==> src/rtl/clstm_result_collector_if.sv <==
// Result-frame bus between the C-LSTM datapath and the collector: one wide
// frame handshake in, one word-serial valid/ready stream out.
interface clstm_result_collector_if #(
  parameter int WIDTH  = 18,
  parameter int LANES  = 16,
  parameter int GROUPS = 3
);
  logic                             in_valid;
  logic                             in_ready;
  logic [GROUPS*LANES*WIDTH-1:0]    in_data;
  logic                             out_valid;
  logic                             out_ready;
  logic [WIDTH-1:0]                 out_data;
  logic                             out_last;

  modport master (
    output in_valid, in_data, out_ready,
    input  in_ready, out_valid, out_data, out_last
  );

  modport slave (
    input  in_valid, in_data, out_ready,
    output in_ready, out_valid, out_data, out_last
  );
endinterface

==> src/rtl/clstm_result_collector.sv <==
// Captures a whole C-LSTM output frame, drains it word-serially and folds every
// drained word into a 32-bit MISR. Optional checker: CLSTM_COLLECT_ORDER_CHECK_EN.
module clstm_result_collector #(
  parameter int          WIDTH  = 18,
  parameter int          LANES  = 16,
  parameter int          GROUPS = 3,
  parameter logic [31:0] POLY   = 32'h04C11DB7
) (
  input  logic                     clk,
  input  logic                     rst,
  clstm_result_collector_if.slave  bus,
  output logic [31:0]              signature,
  output logic [15:0]              frame_count,
  output logic                     busy
`ifdef CLSTM_COLLECT_ORDER_CHECK_EN
  ,
  output logic                     order_err
`endif
);
  localparam int N  = GROUPS * LANES;
  localparam int IW = (N > 1) ? $clog2(N) : 1;

  typedef enum logic {IDLE, SEND} state_t;

  state_t                   state, state_nx;
  logic [IW-1:0]            idx;
  logic [N-1:0][WIDTH-1:0]  bank;
  logic                     accept, fire, last;

  function automatic logic [31:0] misr_step(input logic [31:0] s, input logic [WIDTH-1:0] w);
    return {s[30:0], 1'b0} ^ (s[31] ? POLY : 32'h0) ^ 32'(w);
  endfunction

  assign last = (idx == IW'(N - 1));
  assign busy = (state == SEND);

  always_ff @(posedge clk) begin
    if (!rst) state <= IDLE;
    else      state <= state_nx;
  end

  always_comb begin
    state_nx      = state;
    accept        = 1'b0;
    fire          = 1'b0;
    bus.in_ready  = 1'b0;
    bus.out_valid = 1'b0;
    bus.out_data  = '0;
    bus.out_last  = 1'b0;
    case (state)
      IDLE: begin
        bus.in_ready = 1'b1;
        if (bus.in_valid) begin
          accept   = 1'b1;
          state_nx = SEND;
        end
      end
      SEND: begin
        bus.out_valid = 1'b1;
        bus.out_data  = bank[idx];
        bus.out_last  = last;
        fire          = bus.out_ready;
        if (fire && last) state_nx = IDLE;
      end
      default: state_nx = IDLE;
    endcase
  end

  // The bank only samples in_data on an accepted handshake, so whatever the
  // source does with in_data at other times never reaches the outputs.
  always_ff @(posedge clk) begin
    if (accept) bank <= bus.in_data;
  end

  always_ff @(posedge clk) begin
    if (!rst) begin
      idx         <= '0;
      signature   <= 32'h0;
      frame_count <= 16'h0;
    end else if (accept) begin
      idx <= '0;
    end else if (fire) begin
      signature <= misr_step(signature, bank[idx]);
      if (last) begin
        idx         <= '0;
        frame_count <= frame_count + 16'h1;
      end else begin
        idx <= idx + IW'(1);
      end
    end
  end

`ifdef CLSTM_COLLECT_ORDER_CHECK_EN
  localparam int CW = $clog2(2 * N + 1);

  logic             prev_stall;
  logic [WIDTH-1:0] prev_data;
  logic [CW-1:0]    hold_cnt;

  // Sticky protocol watchdog: a stalled word must stay put, and a source
  // pushing a new frame must not be kept waiting past two frame drains.
  always_ff @(posedge clk) begin
    if (!rst) begin
      order_err  <= 1'b0;
      prev_stall <= 1'b0;
      prev_data  <= '0;
      hold_cnt   <= '0;
    end else begin
      prev_stall <= bus.out_valid && !bus.out_ready;
      prev_data  <= bus.out_data;
      if (prev_stall && (!bus.out_valid || bus.out_data != prev_data)) order_err <= 1'b1;
      if (bus.in_valid && busy) begin
        if (hold_cnt == CW'(2 * N)) order_err <= 1'b1;
        else                         hold_cnt  <= hold_cnt + CW'(1);
      end else begin
        hold_cnt <= '0;
      end
    end
  end
`endif
endmodule

==> src/flat_wrapper.sv <==
// flat-port wrapper written by rule: the top's interface ports become plain ports
module clstm_result_collector_flat 
#(
  parameter int          WIDTH  = 18,
  parameter int          LANES  = 16,
  parameter int          GROUPS = 3,
  parameter logic [31:0] POLY   = 32'h04C11DB7
)
  (clk, rst, signature, frame_count, busy, bus_in_valid, bus_in_data, bus_out_ready, bus_in_ready, bus_out_valid, bus_out_data, bus_out_last);
  clstm_result_collector_if #(.WIDTH(WIDTH), .LANES(LANES), .GROUPS(GROUPS)) bus_i ();
  input  logic clk;
  input  logic rst;
  output logic [31:0] signature;
  output logic [15:0] frame_count;
  output logic busy;
  input wire logic [$bits(bus_i.in_valid)-1:0] bus_in_valid;
  input wire logic [$bits(bus_i.in_data)-1:0] bus_in_data;
  input wire logic [$bits(bus_i.out_ready)-1:0] bus_out_ready;
  output wire logic [$bits(bus_i.in_ready)-1:0] bus_in_ready;
  output wire logic [$bits(bus_i.out_valid)-1:0] bus_out_valid;
  output wire logic [$bits(bus_i.out_data)-1:0] bus_out_data;
  output wire logic [$bits(bus_i.out_last)-1:0] bus_out_last;
  assign bus_i.in_valid = bus_in_valid;
  assign bus_i.in_data = bus_in_data;
  assign bus_i.out_ready = bus_out_ready;
  assign bus_in_ready = bus_i.in_ready;
  assign bus_out_valid = bus_i.out_valid;
  assign bus_out_data = bus_i.out_data;
  assign bus_out_last = bus_i.out_last;
  clstm_result_collector #(.WIDTH(WIDTH), .LANES(LANES), .GROUPS(GROUPS), .POLY(POLY)) u_core (.clk(clk), .rst(rst), .bus(bus_i), .signature(signature), .frame_count(frame_count), .busy(busy));
endmodule
==> config.mk <==
export PLATFORM = sky130hd
export DESIGN_NAME = clstm_result_collector_flat
export DESIGN_NICKNAME = d
export VERILOG_FILES = /design/src/rtl/clstm_result_collector_if.sv /design/src/rtl/clstm_result_collector.sv /design/src/flat_wrapper.sv
export SDC_FILE = /design/constraint.sdc
export NUM_CORES = 1
export LEC_CHECK = 0
export ABC_AREA = 1
export CAP_MARGIN = 20
export CORE_AREA = 10 10 357 359
export CTS_BUF_LIST = sky130_fd_sc_hd__clkbuf_8
export CTS_CLUSTER_DIAMETER = 120
export DETAILED_ROUTE_END_ITERATION = 16
export DIE_AREA = 0 0 367 369
export PLACE_DENSITY = 0.61
export SYNTH_ARGS = -nofsm -noshare
export SYNTH_HDL_FRONTEND = slang
export SYNTH_SLANG_ARGS = --single-unit
==> constraint.sdc <==
create_clock -name clk -period 58.6 [get_ports clk]
set_input_delay 11.72 -clock clk [delete_from_list [all_inputs] [get_ports clk]]
set_output_delay 11.72 -clock clk [all_outputs]
set_load 0.01 [all_outputs]
* Yosys cells after proc, flatten, opt, wreduce, memory -nomap -nowiden
Index checks and enable logic that the tools add are counted.
** Storage, ports and cells
- Bits in registers :: 919
- Input port bits :: 868
- Output and inout port bits :: 70
- Word-level logic and storage cells :: 78
** Cells by class
- $add $sub $neg :: 2
- $lt $le $gt $ge :: 1
- Equality and inequality tests :: 1
- Multiplexer cells :: 13
- Bitwise logic cells :: 5
- Reductions and logical operators :: 4
** Operator list (number)
- $bmux 18 s6 :: 1
- $mux 18 :: 2
- $xor 32x18->32 :: 1
- $xor 32x32->32 :: 1
- $mux 27 :: 1
- $add 16x1->16 const B :: 1
- $lt 6x7->1 const B :: 1
- $mux 1 :: 7
- $add 6x1->6 const B :: 1
- $eq 6x6->1 const B :: 1
- $mux 6 :: 1
- $not 1->1 :: 3
- $reduce_and 3->1 :: 1
- $pmux 1 s2 :: 1
- $reduce_and 2->1 :: 1
- $reduce_or 2->1 :: 1
- $logic_and 1x1->1 :: 1

* Longest topological paths before layout
- Depth in word-level cells :: 4
- Depth in mapped cells :: 17
- Depth with buffers taken out :: 14

* Worst setup path after synthesis
OpenSTA, ideal clock, no wires.
- Kind :: input port to flip-flop
- Start point :: input bus_in_valid
- End point :: register u_core.idx[4]
- Library setup time :: 0.165 ns
- Arrival time :: 50.371 ns
- Required time :: 58.435 ns
- Setup slack :: 8.063 ns
- Stages :: 5
- Buffers on the path :: 0
- Path through :: inv_1 nor2_1 nor2_1 o211ai_1 a21oi_1
** Between the ends
- Cells in the longest elaborated chain, start to end :: 3
** RTL lines
- start, declared :: RTL line flat_wrapper.sv:16 : input wire logic [$bits(bus_i.in_valid)-1:0] bus_in_valid;
- $mux 1 :: RTL line clstm_result_collector.sv:53 : if (bus.in_valid) begin
- $mux 1 :: RTL line clstm_result_collector.sv:50 : case (state)
- net u_core.accept :: RTL line clstm_result_collector.sv:28 : logic accept, fire, last;
- $reduce_or 2->1 (no source line)
- end signal, assigned :: RTL line clstm_result_collector.sv:88 : idx <= idx + IW'(1);
- end, declared :: RTL line clstm_result_collector.sv:26 : logic [IW-1:0] idx;
The timed path passes the listed nets, and every way through them passes these cells.
A chain may end at the register's enable or synchronous reset.

* Final worst setup path
- Start point :: register u_core.idx[0]
- End point :: output bus_out_data[8]
** Between the ends
- Cells in the longest elaborated chain, start to end :: 3
** RTL lines
- $bmux 18 s6 :: RTL line clstm_result_collector.sv:60 : bus.out_data = bank[idx];
- $mux 18 (implied by the code) :: RTL line clstm_result_collector.sv:60
- $mux 18 :: RTL line clstm_result_collector.sv:50
- end, declared :: RTL line flat_wrapper.sv:21 : output wire logic [$bits(bus_i.out_data)-1:0] bus_out_data;
Every way passes these cells. The select of a mux whose other input is x is not followed.

==> results.sh <==
export IMPL_route_vias_total=29500
export IMPL_grt_antenna_before_repair=56
export IMPL_start_kind="register"
export IMPL_synth_largest_area_cell="edfxtp_1"
export IMPL_drc=0
export IMPL_synthCells=3471
export IMPL_rows=127
export IMPL_routed_via_density=4.78
export IMPL_final_area_um2=51800
export IMPL_synth_edf_count=864
export IMPL_critical_path_endpoint_type="output port"
export IMPL_final_hold_viol_count=0
export IMPL_start_util=0.316
export IMPL_wire_per_inst_um=25.9
export IMPL_worstMarginPinSlew_ns=1.16
export IMPL_cts_buffers=165
export IMPL_clk_pin_slew_ns=0.06
export IMPL_cts_root_buf="clkbuf_8"
export IMPL_syn_num_nets=4341
export IMPL_cts_htree_levels=4
export IMPL_io_buffers=937
export IMPL_grt_pass1_vias=29400
export IMPL_hp_class="reg -> reg"
export IMPL_dieWidth_um=367
export IMPL_slew_viol_final=0
export IMPL_die_y_um=369
export IMPL_pre_cts_slack_ns=42.20
export IMPL_cts_buffer_depth=3
export IMPL_final_antenna_net_count=0
export IMPL_fill_cells=11400
export IMPL_rsz0062_at_grt="false"
export IMPL_grtUsageTotal=0.225
export IMPL_design_power_total_mw=1.49
export IMPL_cts_sinks=919
export IMPL_power_density_nw_per_um2=28.8
export IMPL_setup_slack_ns=41.16
export IMPL_clock_latency_ns=0.88
export IMPL_layout_min_cycle_time_ns=17.44
export IMPL_vdd_drop_max_mv=0.0210
export IMPL_routed_wl_mm=160
export IMPL_ctsHoldBuffers=0
export IMPL_async_reset_ff_frac=0
export IMPL_max_freq_mhz=57.3
export IMPL_drt_iter0_drc=3138
export IMPL_skew_ns=0.0548
export IMPL_setup_viol=0
export IMPL_slew_headroom=0.228
export IMPL_core_um2=120000
export IMPL_crit_type="reg -> out"
export IMPL_tns_ns=0
export IMPL_synth_area_leaders="edfxtp_1 68%, nand2_1 8.7%, nor2_1 5.4%, nand3_1 4.5%, dfxtp_1 2.9%"
export IMPL_dp_hpwl_mm=117
export IMPL_synth_warnings=0
export IMPL_place_gp_congestion=0.886
export IMPL_place_area_um2=48800
export IMPL_yosys_register_bits=919
export IMPL_cts_tree="built"
export IMPL_synth_area_um2=37900
export IMPL_cts_resized=0
export IMPL_worstPathRequired_ns=46.88
export IMPL_ys_flop_type="edfxtp_1"
export IMPL_layout_cells_most_common="clkdlybuf4s50_1"
export IMPL_finalCritPeriodShare=0.298
export IMPL_critPathArrivalTime_ns=5.72
export IMPL_grt_start_max_net_pins=191
export IMPL_postCtsSetupBuffers=0
export IMPL_stdcell_count=6178
export IMPL_final_cell_mix="937 x clkdlybuf4s50_1, 877 x nand2_1, 864 x edfxtp_1"
export IMPL_drive_above_1_share=0.0569
export IMPL_synth_top_area_frac=0.685
export IMPL_leakage_nw=19.7
export IMPL_max_cap_violations=0
export IMPL_areaGrowthSynthToFinish_pct=36.7
export IMPL_die_area_um2=135000
export IMPL_syn_mean_instance_area_um2=10.9
export IMPL_crit_path_max_fanout=166
export IMPL_drt_first_pass_iters=6
export IMPL_overflow=0
export IMPL_fin_nets=5291
export IMPL_status="finished clean"
export IMPL_grt_pass1_wl_mm=218
export IMPL_ys_seq_area_frac=0.714
export IMPL_yosysUniqueCellTypes=32
export IMPL_num_io_pins=938
export IMPL_dp_cells=5866
==> routing by layer <==
layer / wire length (um) / GRT usage / part of all wire / up-vias
li1: - / - / - / 13700
met1: 63900 / 0.274 / 0.40 / 14200
met2: 78000 / 0.377 / 0.49 / 1343
met3: 13300 / 0.0674 / 0.083 / 244
met4: 4350 / 0.0792 / 0.027 / 42
met5: 231 / 0 / 0.0014 / -
==> sequential cells by signal (all words and copies together) (netlist names) <==
register	cells
u_core.bank	864
u_core.busy	1
u_core.frame_count	16
u_core.idx	6
u_core.signature	32
==> cell families (layout without fill, tap and decap cells) <==
group	Yosys count	count (layout)	synth area share
XOR/XNOR	14	14	0.00324
adder cells (fa/ha/maj)	2	2	0.000661
AND/OR/NAND/NOR	1796	1796	0.191
AO/OA/AOI/OAI	338	338	0.0462
flip-flops	919	919	0.714
buffers and inverters	402	1462	0.0444
other	0	35	0
==> report_power, final <==
group,leakage (nW),switching (mW),total [mW],internal [mW]
registers,8.67,0.0123,0.774,0.762
clock network,1.68,0.277,0.558,0.282
logic,9.33,0.0849,0.160,0.0751
==> cell usage after synthesis (11+ instances only) <==
cell type,n
inv_1,200
o211ai_1,19
o21ai_1,36
and3_1,13
buf_2,99
nand2_1,877
nor2_1,548
nand3_1,340
o21ai_0,211
edfxtp_1,864
xor2_1,11
a21oi_1,68
dfxtp_1,55
buf_1,21
clkbuf_1,65
==> layout make-up <==
cell class | instances | area (um2) | area share
diodes | 35 | 87.6 | 0.00169
clock buffers | 170 | 2340 | 0.0452
clock inverters | 107 | 583 | 0.0113
inverters | 208 | 798 | 0.0154
multi-input cells | 2150 | 9160 | 0.177
flip-flops and latches | 919 | 27100 | 0.522
well taps | 1612 | 2020 | 0.0389
repair buffers | 977 | 9740 | 0.188
==> path summary, 6_finish.rpt <==
path	start	to	slack, ns	depth (start not counted)
worst min register to register	u_core.signature[17]	u_core.signature[18]	0.48	2
worst max-delay path	u_core.idx[0]	bus_out_data[8]	41.16	12
worst max register to register	u_core.busy	u_core.bank[146]	54.44	4
worst min-delay path	u_core.signature[17]	u_core.signature[18]	0.48	2
==> per-stage QoR <==
stage           util  hold WS (ns)
6_report       0.432         0.475
5_1_grt        0.432         0.497
4_1_cts        0.432         0.469
3_5_place_dp   0.407         0.459
3_3_place_gp   0.407         0.453
2_1_floorplan      -         0.482
==> worst max-delay path, stage by stage, from the launching register on <==
cell and delay [ns]:
dfxtp_4 0.39, inv_8 0.38, buf_12 0.47, buf_4 0.68, nand2_1 0.14, nand2_1 0.09, nand2_1 0.06, nand3_1 0.12
nand3_1 0.14, nand2_1 0.30, nand3_1 0.32, a21oi_1 0.69, clkdlybuf4s50_1 0.68
No activity file was read; power rests on OpenSTA's default activity.
